<file path="src/rtl/sdhci_card_detect.sv">
// Card-detect / write-protect front end: pin synchronisers, CD debounce FSM and
// insertion/removal event pulses for the SDHCI Present State and interrupt logic.
module sdhci_card_detect #(
    parameter int unsigned DebounceCycles = 50000,
    parameter bit          CdActiveLow    = 1'b1
) (
    input  logic clk_i,
    input  logic rst_ni,
    input  logic card_detect_i,
    input  logic write_protect_i,
    input  logic cd_test_level_i,
    input  logic cd_signal_select_i,
    output logic card_inserted_o,
    output logic card_state_stable_o,
    output logic card_detect_pin_level_o,
    output logic write_protect_pin_level_o,
    output logic card_insertion_o,
    output logic card_removal_o
);

    localparam int unsigned     CntW   = $clog2(DebounceCycles);
    localparam logic [CntW-1:0] CntMax = CntW'(DebounceCycles - 1);

    typedef enum logic [2:0] {
        StInit,
        StRemoved,
        StInserted,
        StDebIns,
        StDebRem
    } state_e;

    logic [1:0]      cd_sync_q;
    logic [1:0]      wp_sync_q;
    logic            pres_pin;
    logic            pres;
    logic            pres_prev_q;
    state_e          state_q;
    logic [CntW-1:0] cnt_q;
    logic            insertion_q;
    logic            removal_q;

    // CD synchroniser resets to the not-present pin level so no phantom card appears.
    always_ff @(posedge clk_i or negedge rst_ni) begin
        if (!rst_ni) begin
            cd_sync_q <= {2{CdActiveLow}};
            wp_sync_q <= 2'b00;
        end else begin
            cd_sync_q <= {cd_sync_q[0], card_detect_i};
            wp_sync_q <= {wp_sync_q[0], write_protect_i};
        end
    end

    assign pres_pin = cd_sync_q[1] ^ CdActiveLow;
    assign pres     = cd_signal_select_i ? cd_test_level_i : pres_pin;

    always_ff @(posedge clk_i or negedge rst_ni) begin
        if (!rst_ni) begin
            state_q     <= StInit;
            cnt_q       <= '0;
            pres_prev_q <= 1'b0;
            insertion_q <= 1'b0;
            removal_q   <= 1'b0;
        end else begin
            pres_prev_q <= pres;
            insertion_q <= 1'b0;
            removal_q   <= 1'b0;
            case (state_q)
                StInit: begin
                    if (pres != pres_prev_q) begin
                        cnt_q <= '0;
                    end else if (cnt_q == CntMax) begin
                        state_q <= pres ? StInserted : StRemoved;
                        cnt_q   <= '0;
                    end else begin
                        cnt_q <= cnt_q + CntW'(1);
                    end
                end
                StRemoved: begin
                    if (pres) begin
                        state_q <= StDebIns;
                        cnt_q   <= '0;
                    end
                end
                StInserted: begin
                    if (!pres) begin
                        state_q <= StDebRem;
                        cnt_q   <= '0;
                    end
                end
                // A bounce outranks the commit check, even on the last count.
                StDebIns: begin
                    if (!pres) begin
                        state_q <= StRemoved;
                    end else if (cnt_q == CntMax) begin
                        state_q     <= StInserted;
                        insertion_q <= 1'b1;
                    end else begin
                        cnt_q <= cnt_q + CntW'(1);
                    end
                end
                StDebRem: begin
                    if (pres) begin
                        state_q <= StInserted;
                    end else if (cnt_q == CntMax) begin
                        state_q   <= StRemoved;
                        removal_q <= 1'b1;
                    end else begin
                        cnt_q <= cnt_q + CntW'(1);
                    end
                end
                default: begin
                    state_q <= StInit;
                    cnt_q   <= '0;
                end
            endcase
        end
    end

    assign card_inserted_o           = (state_q == StInserted) || (state_q == StDebRem);
    assign card_state_stable_o       = (state_q == StInserted) || (state_q == StRemoved);
    assign card_detect_pin_level_o   = pres_pin;
    assign write_protect_pin_level_o = wp_sync_q[1];
    assign card_insertion_o          = insertion_q;
    assign card_removal_o            = removal_q;

endmodule

</file>
<file path="config.mk">
export PLATFORM = sky130hd
export DESIGN_NAME = sdhci_card_detect
export DESIGN_NICKNAME = d
export VERILOG_FILES = /design/src/rtl/sdhci_card_detect.sv
export SDC_FILE = /design/constraint.sdc
export NUM_CORES = 1
export LEC_CHECK = 0
export CORE_MARGIN = 8
export CORE_UTILIZATION = 59
export CTS_CLUSTER_DIAMETER = 100
export DETAILED_ROUTE_END_ITERATION = 16
export HOLD_SLACK_MARGIN = 0.02
export MAX_ROUTING_LAYER = met4
export PLACE_DENSITY_LB_ADDON = 0.08
export SYNTH_ARGS = -nofsm -noshare
export SYNTH_HDL_FRONTEND = slang
export SYNTH_SLANG_ARGS = --single-unit
</file>
<file path="constraint.sdc">
create_clock -name clk_i -period 4.3 [get_ports clk_i]
set_clock_uncertainty 0.05 [all_clocks]
set_input_delay 0.86 -clock clk_i [delete_from_list [all_inputs] [get_ports clk_i]]
set_output_delay 0.86 -clock clk_i [all_outputs]
set_load 0.03 [all_outputs]
</file>
; ---- After elaboration in Yosys (flattened, before gate mapping)
; Cells that the tools add are included.
[totals]
ff_bits = 26
input_bits = 6
out_inout_bits = 6
elab_cells = 52
[classes]
addsub = 1
eq_ne = 14
muxes = 24
bitwise_logic = 1
n_reduce_logical = 5
[op_table]
columns = operator, n
row1 = 16-bit two-way mux, 7
row2 = 16-bit one-hot mux with 5 select lines, 1
row3 = 3-bit two-way mux, 8
row4 = "16-bit by 1-bit adder with 16-bit output, second input constant", 1
row5 = "16-bit equality test, second input constant", 1
row6 = 3-bit one-hot mux with 5 select lines, 1
row7 = "2-bit != test, second input constant", 6
row8 = "3-bit by 2-bit equality test with 1-bit output, second input constant", 2
row9 = 1-bit two-way mux, 6
row10 = "3-bit != test, second input constant", 2
row11 = 6-bit AND reduction, 1
row12 = 4-bit AND reduction, 1
row13 = "3-bit by 1-bit equality test with 1-bit output, second input constant", 1
row14 = "3-bit equality test, second input constant", 1
row15 = 3-bit logical NOT, 1
row16 = 1-bit logical OR, 2
row17 = 2-bit two-way mux, 1
row18 = 1-bit != test, 1
row19 = 1-bit NOT, 1

; ---- Depth between registers and ports, before layout
; Gate-level depths: netlist of the first run.
[logic_depth]
ltp_word = 6
mapped_depth = 7
depth_no_buf = 6

; ---- Least setup slack after synthesis of the first run
; Ideal clock, no wire load.
[synth_path]
path_type = input-to-reg
startpoint = input cd_signal_select_i
endpoint = register cnt_q[11]
setup_ns = 0.082
arrival_ns = 2.103
setup_slack_ns = 2.065
path_stages = 6
n_path_buf = 1
path_cell_list = and2_1 -> or3_1 -> a211oi_2 -> buf_2 -> o21ai_0 -> a31oi_1
[synth_between]
elab_chain_len = 4
word_cells_on_any_way = 9
classes_between = eq/ne: 5 / mux: 3 / reduce/logical: 1
[synth_rtl]
columns = item, line
row1 = start: declaration, 12  ; input logic cd_signal_select_i,
row2 = 1-bit two-way mux (*), 54  ; assign pres = cd_signal_select_i ? cd_test_level_i : pres_pin;
row3 = 1-bit != test, 69  ; if (pres != pres_prev_q) begin
row4 = 16-bit two-way mux, 69
row5 = 16-bit one-hot mux with 5 select lines, 67  ; case (state_q)
row6 = end signal: assignment, 75  ; cnt_q <= cnt_q + CntW'(1);
row7 = end signal: assignment, 98  ; cnt_q <= cnt_q + CntW'(1);
row8 = end signal: assignment, 108  ; cnt_q <= cnt_q + CntW'(1);
row9 = end: declaration, 38  ; logic [CntW-1:0] cnt_q;
; Mark *: on every way between the ends. The rest lies on a longest branch, timed or not.
; A chain may end at the register's enable or synchronous reset.

; ---- Worst setup path after layout of the first run
[layout_path]
startpoint = register state_q[1]
endpoint = output card_inserted_o
[layout_between]
elab_chain_len = 2
word_cells_on_any_way = 3
classes_between = eq/ne: 2 / reduce/logical: 1
[layout_rtl]
columns = item, line
row1 = start: declaration, 37  ; state_e state_q;
row2 = start signal: assignment, 58  ; state_q <= StInit;
row3 = start signal: assignment, 72  ; state_q <= pres ? StInserted : StRemoved;
row4 = start signal: assignment, 80  ; state_q <= StDebIns;
row5 = 3-bit by 2-bit equality test with 1-bit output or 3-bit equality test (tied branches), 119  ; assign card_inserted_o = (state_q == StInserted) || (state_q == StDebRem);
row6 = 1-bit logical OR (*), 119
row7 = end: declaration, 13  ; output logic card_inserted_o,
; Marked as above.

==> results.json, run 1 <==
{
  "critPathArrivalTime_ns": 1.94,
  "grt_pass1_vias": 1233,
  "hold_buffers_post_cts": 0,
  "critical_path.max_fanout": 10,
  "fillerInstances": 203,
  "ioPinCount": 12,
  "routabilityCongestion": 0.861,
  "dr_total_vias": 1275,
  "grt_first_pass_wirelength_um": 5260,
  "antenna_cells_inserted": 0,
  "numPlacedInstances": 190,
  "finalNetCount": 172,
  "htree_num_levels": 1,
  "path_class": "reg -> out",
  "synth_warnings": 0,
  "dp_hpwl_um": 2170,
  "synth_edf_count": 0,
  "antenna_found_initial": 0,
  "max_freq_ghz": 0.351,
  "viasPerCell": 6.57,
  "layout.cells.most_common_list": "sky130_fd_sc_hd__dfrtp_1 (24), sky130_fd_sc_hd__a31oi_1 (15), sky130_fd_sc_hd__a21oi_1 (12), sky130_fd_sc_hd__nand2_1 (12), sky130_fd_sc_hd__o21ai_0 (12)",
  "finalWorstSetupSlack_ns": 1.45,
  "post_cts_gate_resize_count": 0,
  "setup_total_negative_slack_ns": 0,
  "timing.final.hold_violations": 0,
  "synth_sequential_area_ratio_pct": 45.2,
  "most_common_library_cell_in_the_layout_ignoring_fill_and_taps": "sky130_fd_sc_hd__dfrtp_1",
  "number_of_design_rule_violations_left_after_detail_routing": 0,
  "period_share_pct": 66.2,
  "max_cap_violation_count": 0,
  "instances_no_fill": 194,
  "share_of_cells_above_drive_strength_1_pct": 6.71,
  "synth_async_sr_flop_share_pct": 100,
  "core_area_sq_um": 2410,
  "worst_ep_required_time_ns": 3.39,
  "cts_made_buffers": 3,
  "route.detailed.wl_per_inst_um": 15.8,
  "end_kind": "output pin",
  "grt.total_usage_pct": 15.5,
  "syn_inst": 157,
  "setup_violations": 0,
  "buffer_ports.inserted": 11,
  "place_worst_setup_slack_ns": 1.14,
  "report.final.slew_viol_count": 0,
  "area.growth.synth_to_final_pct": 9.95,
  "num_rows": 18,
  "run_status": "complete, no violations",
  "synth.net_count": 164,
  "cts_buffer_depth": 2,
  "timing.critical_path.from_type": "flop",
  "timing.slew.headroom_pct": 26.0,
  "worstSkewPairLatency_ns": 0.33,
  "p_total_uw": 581,
  "ys_types": 40,
  "synth_area_sq_um": 1450,
  "grt_setup_unrepaired": "false",
  "cts_setup_buffers": 0,
  "layout_min_cycle_time_ns": 2.85,
  "vdd_ir_drop_max_mv": 0.257,
  "ant_nets": 0,
  "worst_pin_slew_ns": 1.11,
  "dieArea_sq_um": 4290,
  "detail_route.first_pass.iterations": 4,
  "pin_count_of_the_biggest_net_entering_global_routing": 26,
  "cts_root_buffer": "sky130_fd_sc_hd__clkbuf_4",
  "synth_flop_cell": "sky130_fd_sc_hd__dfrtp_1",
  "p_leak_nw": 0.634,
  "die_y_um": 65.5,
  "clk_transition_reported_paths_ns": 0.15,
  "synth-seq-cells": 26,
  "worst_hold_path_type": "reg -> reg",
  "grt_overflow": 0,
  "die_w_um": 65.5,
  "avgSynthCellArea_sq_um": 9.21,
  "start_util_pct": 60.0,
  "tritoncts_num_sinks": 26,
  "routed_wirelength_um": 3060,
  "drtIter0Drc": 92,
  "tritoncts": "built",
  "power_density_nw_per_um2": 365
}
==> where the power goes <==
| part | switching [mW] | total [mW] | internal (mW) | leakage (nW) |
|---|---|---|---|---|
| Sequential | 0.0247 | 0.287 | 0.262 | 0.346 |
| Clock | 0.0749 | 0.169 | 0.0943 | 0.0279 |
| Combinational | 0.0759 | 0.125 | 0.0486 | 0.260 |
==> synthesized netlist by cell type (3+ instances only) <==
cell type	instances	area share, %
sky130_fd_sc_hd__dfrtp_1	24	42
sky130_fd_sc_hd__a31oi_1	15	6.5
sky130_fd_sc_hd__a21oi_1	12	4.2
sky130_fd_sc_hd__nand2_1	12	3.1
sky130_fd_sc_hd__o21ai_0	12	4.2
sky130_fd_sc_hd__nor2_1	8	2.1
sky130_fd_sc_hd__nand3_1	7	2.4
sky130_fd_sc_hd__a41oi_1	6	3.6
sky130_fd_sc_hd__inv_1	6	1.6
sky130_fd_sc_hd__nand4_1	4	1.7
sky130_fd_sc_hd__o21bai_1	4	2.1
sky130_fd_sc_hd__o22ai_1	4	1.7
sky130_fd_sc_hd__and2_1	3	1.3
sky130_fd_sc_hd__and3_1	3	1.3
sky130_fd_sc_hd__buf_6	3	2.3
sky130_fd_sc_hd__nand2b_1	3	1.3
==> cells by family (layout without fill, tap and decap cells) <==
logic type      count (synthesis)  count (layout)  share of synthesized area [%]
compound gates                 59              59                           26.5
xor+xnor                        1               1                          0.606
fa+ha+maj                       1               1                          0.865
flops                          26              26                           45.2
buf+inv                        15              22                           5.97
simple gates                   55              55                           20.9
==> critical path: stages, from the launching register on <==
cell,delay [ns]
sky130_fd_sc_hd__dfrtp_1,0.52
sky130_fd_sc_hd__or2b_1,0.28
sky130_fd_sc_hd__a21oi_1,0.13
sky130_fd_sc_hd__clkdlybuf4s50_1,0.68
==> metrics by stage <==
stage	hold slack (ns)	utilization (%)	cell area, sq um
3_3_place_gp	0.290	63.8	1540
2_1_floorplan	0.281	-	1450
3_5_place_dp	0.298	63.8	1540
4_1_cts	0.323	66.0	1590
6_report	0.324	66.0	1590
5_1_grt	0.327	66.0	1590
==> final timing paths <==
check / cells past startpoint / slack (ns) / endpoint / from
max in group asynchronous: 2 / 2.42 / cd_sync_q[1] / rst_ni
max reg2reg: 6 / 1.79 / cnt_q[11] / cnt_q[0]
min: 0 / 0.32 / cd_sync_q[1] / cd_sync_q[0]
max: 3 / 1.45 / card_inserted_o / state_q[1]
min in group asynchronous: 1 / 1.05 / card_insertion_o / rst_ni
min reg2reg: 0 / 0.32 / cd_sync_q[1] / cd_sync_q[0]
==> layer usage <==
layer  vias to the layer above  GRT usage, %  routed length, um
met5                         -             -                  0
met3                         4          3.40                200
met1                       622          17.8               1350
met4                         0          4.63                 19
li1                        614             -                  -
met2                        35          26.6               1490
==> registers in the layout (all words and copies together), names as in the netlist <==
register,count
cnt_q,16
card_removal_o,1
pres_prev_q,1
cd_sync_q,2
state_q,3
wp_sync_q,2
card_insertion_o,1
==> area by class of cell <==
type	instances	area [sq um]	area share (%)
timing repair buffer	12	118	7.40
clock inverter	1	30.0	1.89
inverter	6	22.5	1.42
sequential	26	653	41.1
tap	30	37.5	2.36
multi-input combinational	116	707	44.5
clock buffer	3	22.5	1.42
No activity file was read; power rests on OpenSTA's default activity.
==> run 2, diff against run 1 <==
CORE_UTILIZATION = 56   (was 59)
clock period = 2.95 ns   (was 4.3 ns; I/O delays follow)
==> results.json, run 2 (synthesis results as in run 1) <==
{
  "area.growth.synth_to_final_pct": 9.17,
  "viasPerCell": 6.38,
  "placedInstanceArea_sq_um": 1550,
  "die_w_um": 66.8,
  "grt_first_pass_wirelength_um": 5530,
  "period_share_pct": 87.8,
  "clk_transition_reported_paths_ns": 0.13,
  "pin_count_of_the_biggest_net_entering_global_routing": 18,
  "layout_min_cycle_time_ns": 2.59,
  "met3_wirelength_um": 143,
  "cts_buffer_depth": 2,
  "p_leak_nw": 0.630,
  "regMostFlops": "cnt_q",
  "maxUsedRoutingLayer": "met4",
  "ant_nets": 0,
  "cts_root_buffer": "sky130_fd_sc_hd__clkbuf_4",
  "min_delay_path_depth": 0,
  "timing.critical_path.depth": 3,
  "num_rows": 18,
  "drtIter0Drc": 67,
  "worst_ep_required_time_ns": 2.31,
  "most_common_library_cell_in_the_layout_ignoring_fill_and_taps": "sky130_fd_sc_hd__dfrtp_1",
  "vdd_ir_drop_max_mv": 0.368,
  "timing.final.hold_violations": 0,
  "die_y_um": 66.8,
  "wl_met2_um": 1500,
  "path_class": "reg -> out",
  "share_of_cells_above_drive_strength_1_pct": 7.23,
  "start_util_pct": 58.9,
  "dieArea_sq_um": 4460,
  "met1Wirelength_um": 1500,
  "detail_route.first_pass.iterations": 4,
  "max_ffs_per_register": 16,
  "routed_wirelength_um": 3190,
  "r2r.worst_path.cells": 5,
  "tritoncts_num_sinks": 26,
  "antenna_found_initial": 0,
  "setup_violations": 0,
  "critical_path.top_delay_family": "buffers and inverters",
  "power_density_nw_per_um2": 483,
  "r2r_setup_slack_ns": 0.78,
  "run_status": "complete, no violations",
  "critical_path.max_fanout": 10,
  "final_cell_area_sq_um": 1580,
  "grt_setup_unrepaired": "false",
  "critical-path-max-stage-delay_ns": 0.69,
  "critPathArrivalTime_ns": 1.95,
  "finalNetCount": 174,
  "max_cap_violation_count": 0,
  "worst_pin_slew_ns": 0.795,
  "cts_made_buffers": 3,
  "routabilityCongestion": 0.897,
  "route.detailed.wl_per_inst_um": 16.3,
  "grt_overflow": 0,
  "worst_path_max_delay_cell": "sky130_fd_sc_hd__clkdlybuf4s50_1",
  "buffer_ports.inserted": 11,
  "dp_hpwl_um": 2210,
  "timing.critical_path.from_type": "flop",
  "hold_buffers_post_cts": 0,
  "layout_utilization_pct": 64.3,
  "core_area_sq_um": 2450,
  "max_freq_ghz": 0.386,
  "grt_pass1_vias": 1218,
  "worst_hold_path_type": "reg -> reg",
  "layout.cells.most_common_list": "sky130_fd_sc_hd__dfrtp_1 (24), sky130_fd_sc_hd__a31oi_1 (15), sky130_fd_sc_hd__a21oi_1 (12), sky130_fd_sc_hd__nand2_1 (12), sky130_fd_sc_hd__o21ai_0 (12)",
  "largest_registers": "cnt_q (16), state_q (3)",
  "dr_total_vias": 1251,
  "end_kind": "output pin",
  "htree_num_levels": 1,
  "report.final.slew_viol_count": 0,
  "antenna_cells_inserted": 0,
  "worst_path_cell_chain": "or2b_1 > a21oi_1 > clkdlybuf4s50_1",
  "ioPinCount": 12,
  "timing.slew.headroom_pct": 46.8,
  "worstSkewPairLatency_ns": 0.32,
  "number_of_design_rule_violations_left_after_detail_routing": 0,
  "setup_total_negative_slack_ns": 0,
  "cp_num_buf_inv": 1,
  "tritoncts": "built",
  "post_cts_gate_resize_count": 0,
  "cts_setup_buffers": 0,
  "grt.total_usage_pct": 15.9
}
[run 2: through the flow]
step | hold slack [ns] | worst slack, ns | total power, mW | instances
final | 0.314 | 0.360 | 0.763 | 196
after floorplan | 0.244 | 0.985 | 0.558 | 157
after global placement | 0.287 | 0.416 | 0.601 | 192
after detailed placement | 0.285 | 0.330 | 0.609 | 192
after global routing | 0.319 | 0.274 | 0.809 | 196
after CTS | 0.316 | 0.354 | 0.765 | 196
[run 2: cell type report]
cell class                      instances  area [sq um]
Fill cell                             215           876
Multi-Input combinational cell        116           707
Sequential cell                        26           653
Timing Repair Buffer                   14           133
Tap cell                               30          37.5
Clock buffer                            4          26.3
Inverter                                6          22.5
[run 2: path summary, 6_finish.rpt]
check,start,endpoint
min,wp_sync_q[0],wp_sync_q[1]
max reg2reg,state_q[0],cnt_q[11]
max in group asynchronous,rst_ni,cnt_q[12]
min in group asynchronous,rst_ni,state_q[2]
min reg2reg,wp_sync_q[0],wp_sync_q[1]
max,state_q[1],card_inserted_o
[run 2: where the power goes]
group          switching, mW  leakage, nW  internal, mW
Combinational          0.113        0.269        0.0751
Sequential            0.0349        0.346         0.382
Clock                  0.104       0.0150        0.0529
[run 2: per-layer routing]
layer | vias up | GRT usage (%)
li1 | 612 | -
met1 | 598 | 20.8
met2 | 35 | 23.9
met3 | 6 | 2.35
met4 | 0 | 6.40
met5 | - | -
==> run 3, diff against run 2 <==
CORE_MARGIN = 5   (was 8)
==> results.json, run 3 (synthesis results as in run 1) <==
{
  "run_status": "complete, no violations",
  "dp_hpwl_um": 2170,
  "timing.final.hold_violations": 0,
  "grt.met3_usage_pct": 2.34,
  "tritoncts_num_sinks": 26,
  "grt_first_pass_wirelength_um": 5550,
  "core_area_sq_um": 2480,
  "worst_pin_slew_ns": 0.577,
  "area.growth.synth_to_final_pct": 9.17,
  "fillerInstances": 229,
  "regToRegStartpoint": "state_q[0]",
  "ioPinCount": 12,
  "drtIter0Drc": 56,
  "layout_utilization_pct": 63.7,
  "tritoncts": "built",
  "routabilityCongestion": 0.818,
  "setup.worst_path.end": "card_inserted_o",
  "htree_num_levels": 1,
  "critPathLaunch": "state_q[1]",
  "grt_setup_unrepaired": "false",
  "critPathArrivalTime_ns": 1.90,
  "most_common_library_cell_in_the_layout_ignoring_fill_and_taps": "sky130_fd_sc_hd__dfrtp_1",
  "antenna_found_initial": 0,
  "die_w_um": 60.8,
  "vdd_ir_drop_max_mv": 0.391,
  "viasPerCell": 6.20,
  "worstSkewPairLatency_ns": 0.32,
  "dieArea_sq_um": 3700,
  "path_class": "reg -> out",
  "cts_buffer_depth": 2,
  "hold-worst-slack_ns": 0.316,
  "max_cap_violation_count": 0,
  "setup_violations": 0,
  "largest_registers": "cnt_q (16), state_q (3)",
  "finalNetCount": 174,
  "grt.total_usage_pct": 20.3,
  "end_kind": "output pin",
  "finalWorstSetupSlack_ns": 0.406,
  "pin_count_of_the_biggest_net_entering_global_routing": 17,
  "destination_of_the_worst_register_to_register_timing_path": "cnt_q[10]",
  "routed_wirelength_um": 3060,
  "critical_path.max_fanout": 10,
  "cts_setup_buffers": 0,
  "setup_total_negative_slack_ns": 0,
  "num_rows": 18,
  "grt_overflow": 0,
  "period_share_pct": 86.2,
  "clk_transition_reported_paths_ns": 0.13,
  "r2r.worst_path.cells": 5,
  "ant_nets": 0,
  "start_util_pct": 58.4,
  "cts_made_buffers": 3,
  "post_cts_gate_resize_count": 0,
  "worst_ep_required_time_ns": 2.31,
  "grt_busiest_layer": "met2",
  "report.final.slew_viol_count": 0,
  "grt_pass1_vias": 1192,
  "layout_min_cycle_time_ns": 2.54,
  "layout.cells.most_common_list": "sky130_fd_sc_hd__dfrtp_1 (24), sky130_fd_sc_hd__a31oi_1 (15), sky130_fd_sc_hd__a21oi_1 (12), sky130_fd_sc_hd__nand2_1 (12), sky130_fd_sc_hd__o21ai_0 (12)",
  "route.detailed.wl_per_inst_um": 15.6,
  "hold_buffers_post_cts": 0,
  "timing.critical_path.from_type": "flop",
  "antenna_cells_inserted": 0,
  "max_freq_ghz": 0.393,
  "place_worst_setup_slack_ns": 0.356,
  "number_of_design_rule_violations_left_after_detail_routing": 0,
  "buffer_ports.inserted": 11,
  "dr_total_vias": 1216,
  "detail_route.first_pass.iterations": 4,
  "gr-usage-met2_pct": 31.6,
  "share_of_cells_above_drive_strength_1_pct": 7.23,
  "power_density_nw_per_um2": 479,
  "cts_root_buffer": "sky130_fd_sc_hd__clkbuf_4",
  "worst_hold_path_type": "reg -> reg",
  "regMostFlops": "cnt_q",
  "gr-usage-met1_pct": 27.5,
  "die_y_um": 60.8,
  "r2r_setup_slack_ns": 0.81,
  "max_ffs_per_register": 16,
  "timing.slew.headroom_pct": 61.4,
  "p_leak_nw": 0.630
}
## run 3: cell counts in the layout (fill, tap and decap cells not counted)
Identical to the previous run, type by type.
## run 3: per-stage QoR
stage,std cells,power (mW),cell area [sq um]
4_1_cts,196,0.762,1580
3_3_place_gp,192,0.602,1550
5_1_grt,196,0.804,1580
2_1_floorplan,157,0.558,1450
6_report,196,0.757,1580
3_5_place_dp,192,0.609,1550
## run 3: power by group
group          switching [mW]  total [mW]  internal, mW
sequential             0.0349       0.417         0.382
combinational           0.110       0.186        0.0757
clock                   0.101       0.154        0.0529
total                   0.246       0.757         0.511
## run 3: worst min path at each step
stage | from | end | depth (start not counted)
2_1_floorplan | rst_ni | card_insertion_o | 0
3_3_place_gp | wp_sync_q[0] | wp_sync_q[1] | 0
3_5_place_dp | wp_sync_q[0] | wp_sync_q[1] | 0
4_1_cts | cd_sync_q[0] | cd_sync_q[1] | 0
5_1_grt | cd_sync_q[0] | cd_sync_q[1] | 0
6_report | cd_sync_q[0] | cd_sync_q[1] | 0
## run 3: layout make-up
type | count | area (sq um) | area share, %
well taps | 30 | 37.5 | 2.38
clock buffers | 4 | 26.3 | 1.66
repair buffers | 14 | 133 | 8.40
multi-input cells | 116 | 707 | 44.8
flip-flops and latches | 26 | 653 | 41.4
inverters | 6 | 22.5 | 1.43
## run 3: critical path: stages (launching register included)
cell and delay [ns]:
sky130_fd_sc_hd__dfrtp_1 0.51, sky130_fd_sc_hd__or2b_1 0.28, sky130_fd_sc_hd__a21oi_1 0.12, sky130_fd_sc_hd__clkdlybuf4s50_1 0.68
## run 3: layer usage
layer  part of all wire [%]  wire (um)
met5                      0          0
met4                    1.7         52
met3                    4.9        151
met2                     46       1410
met1                     47       1450
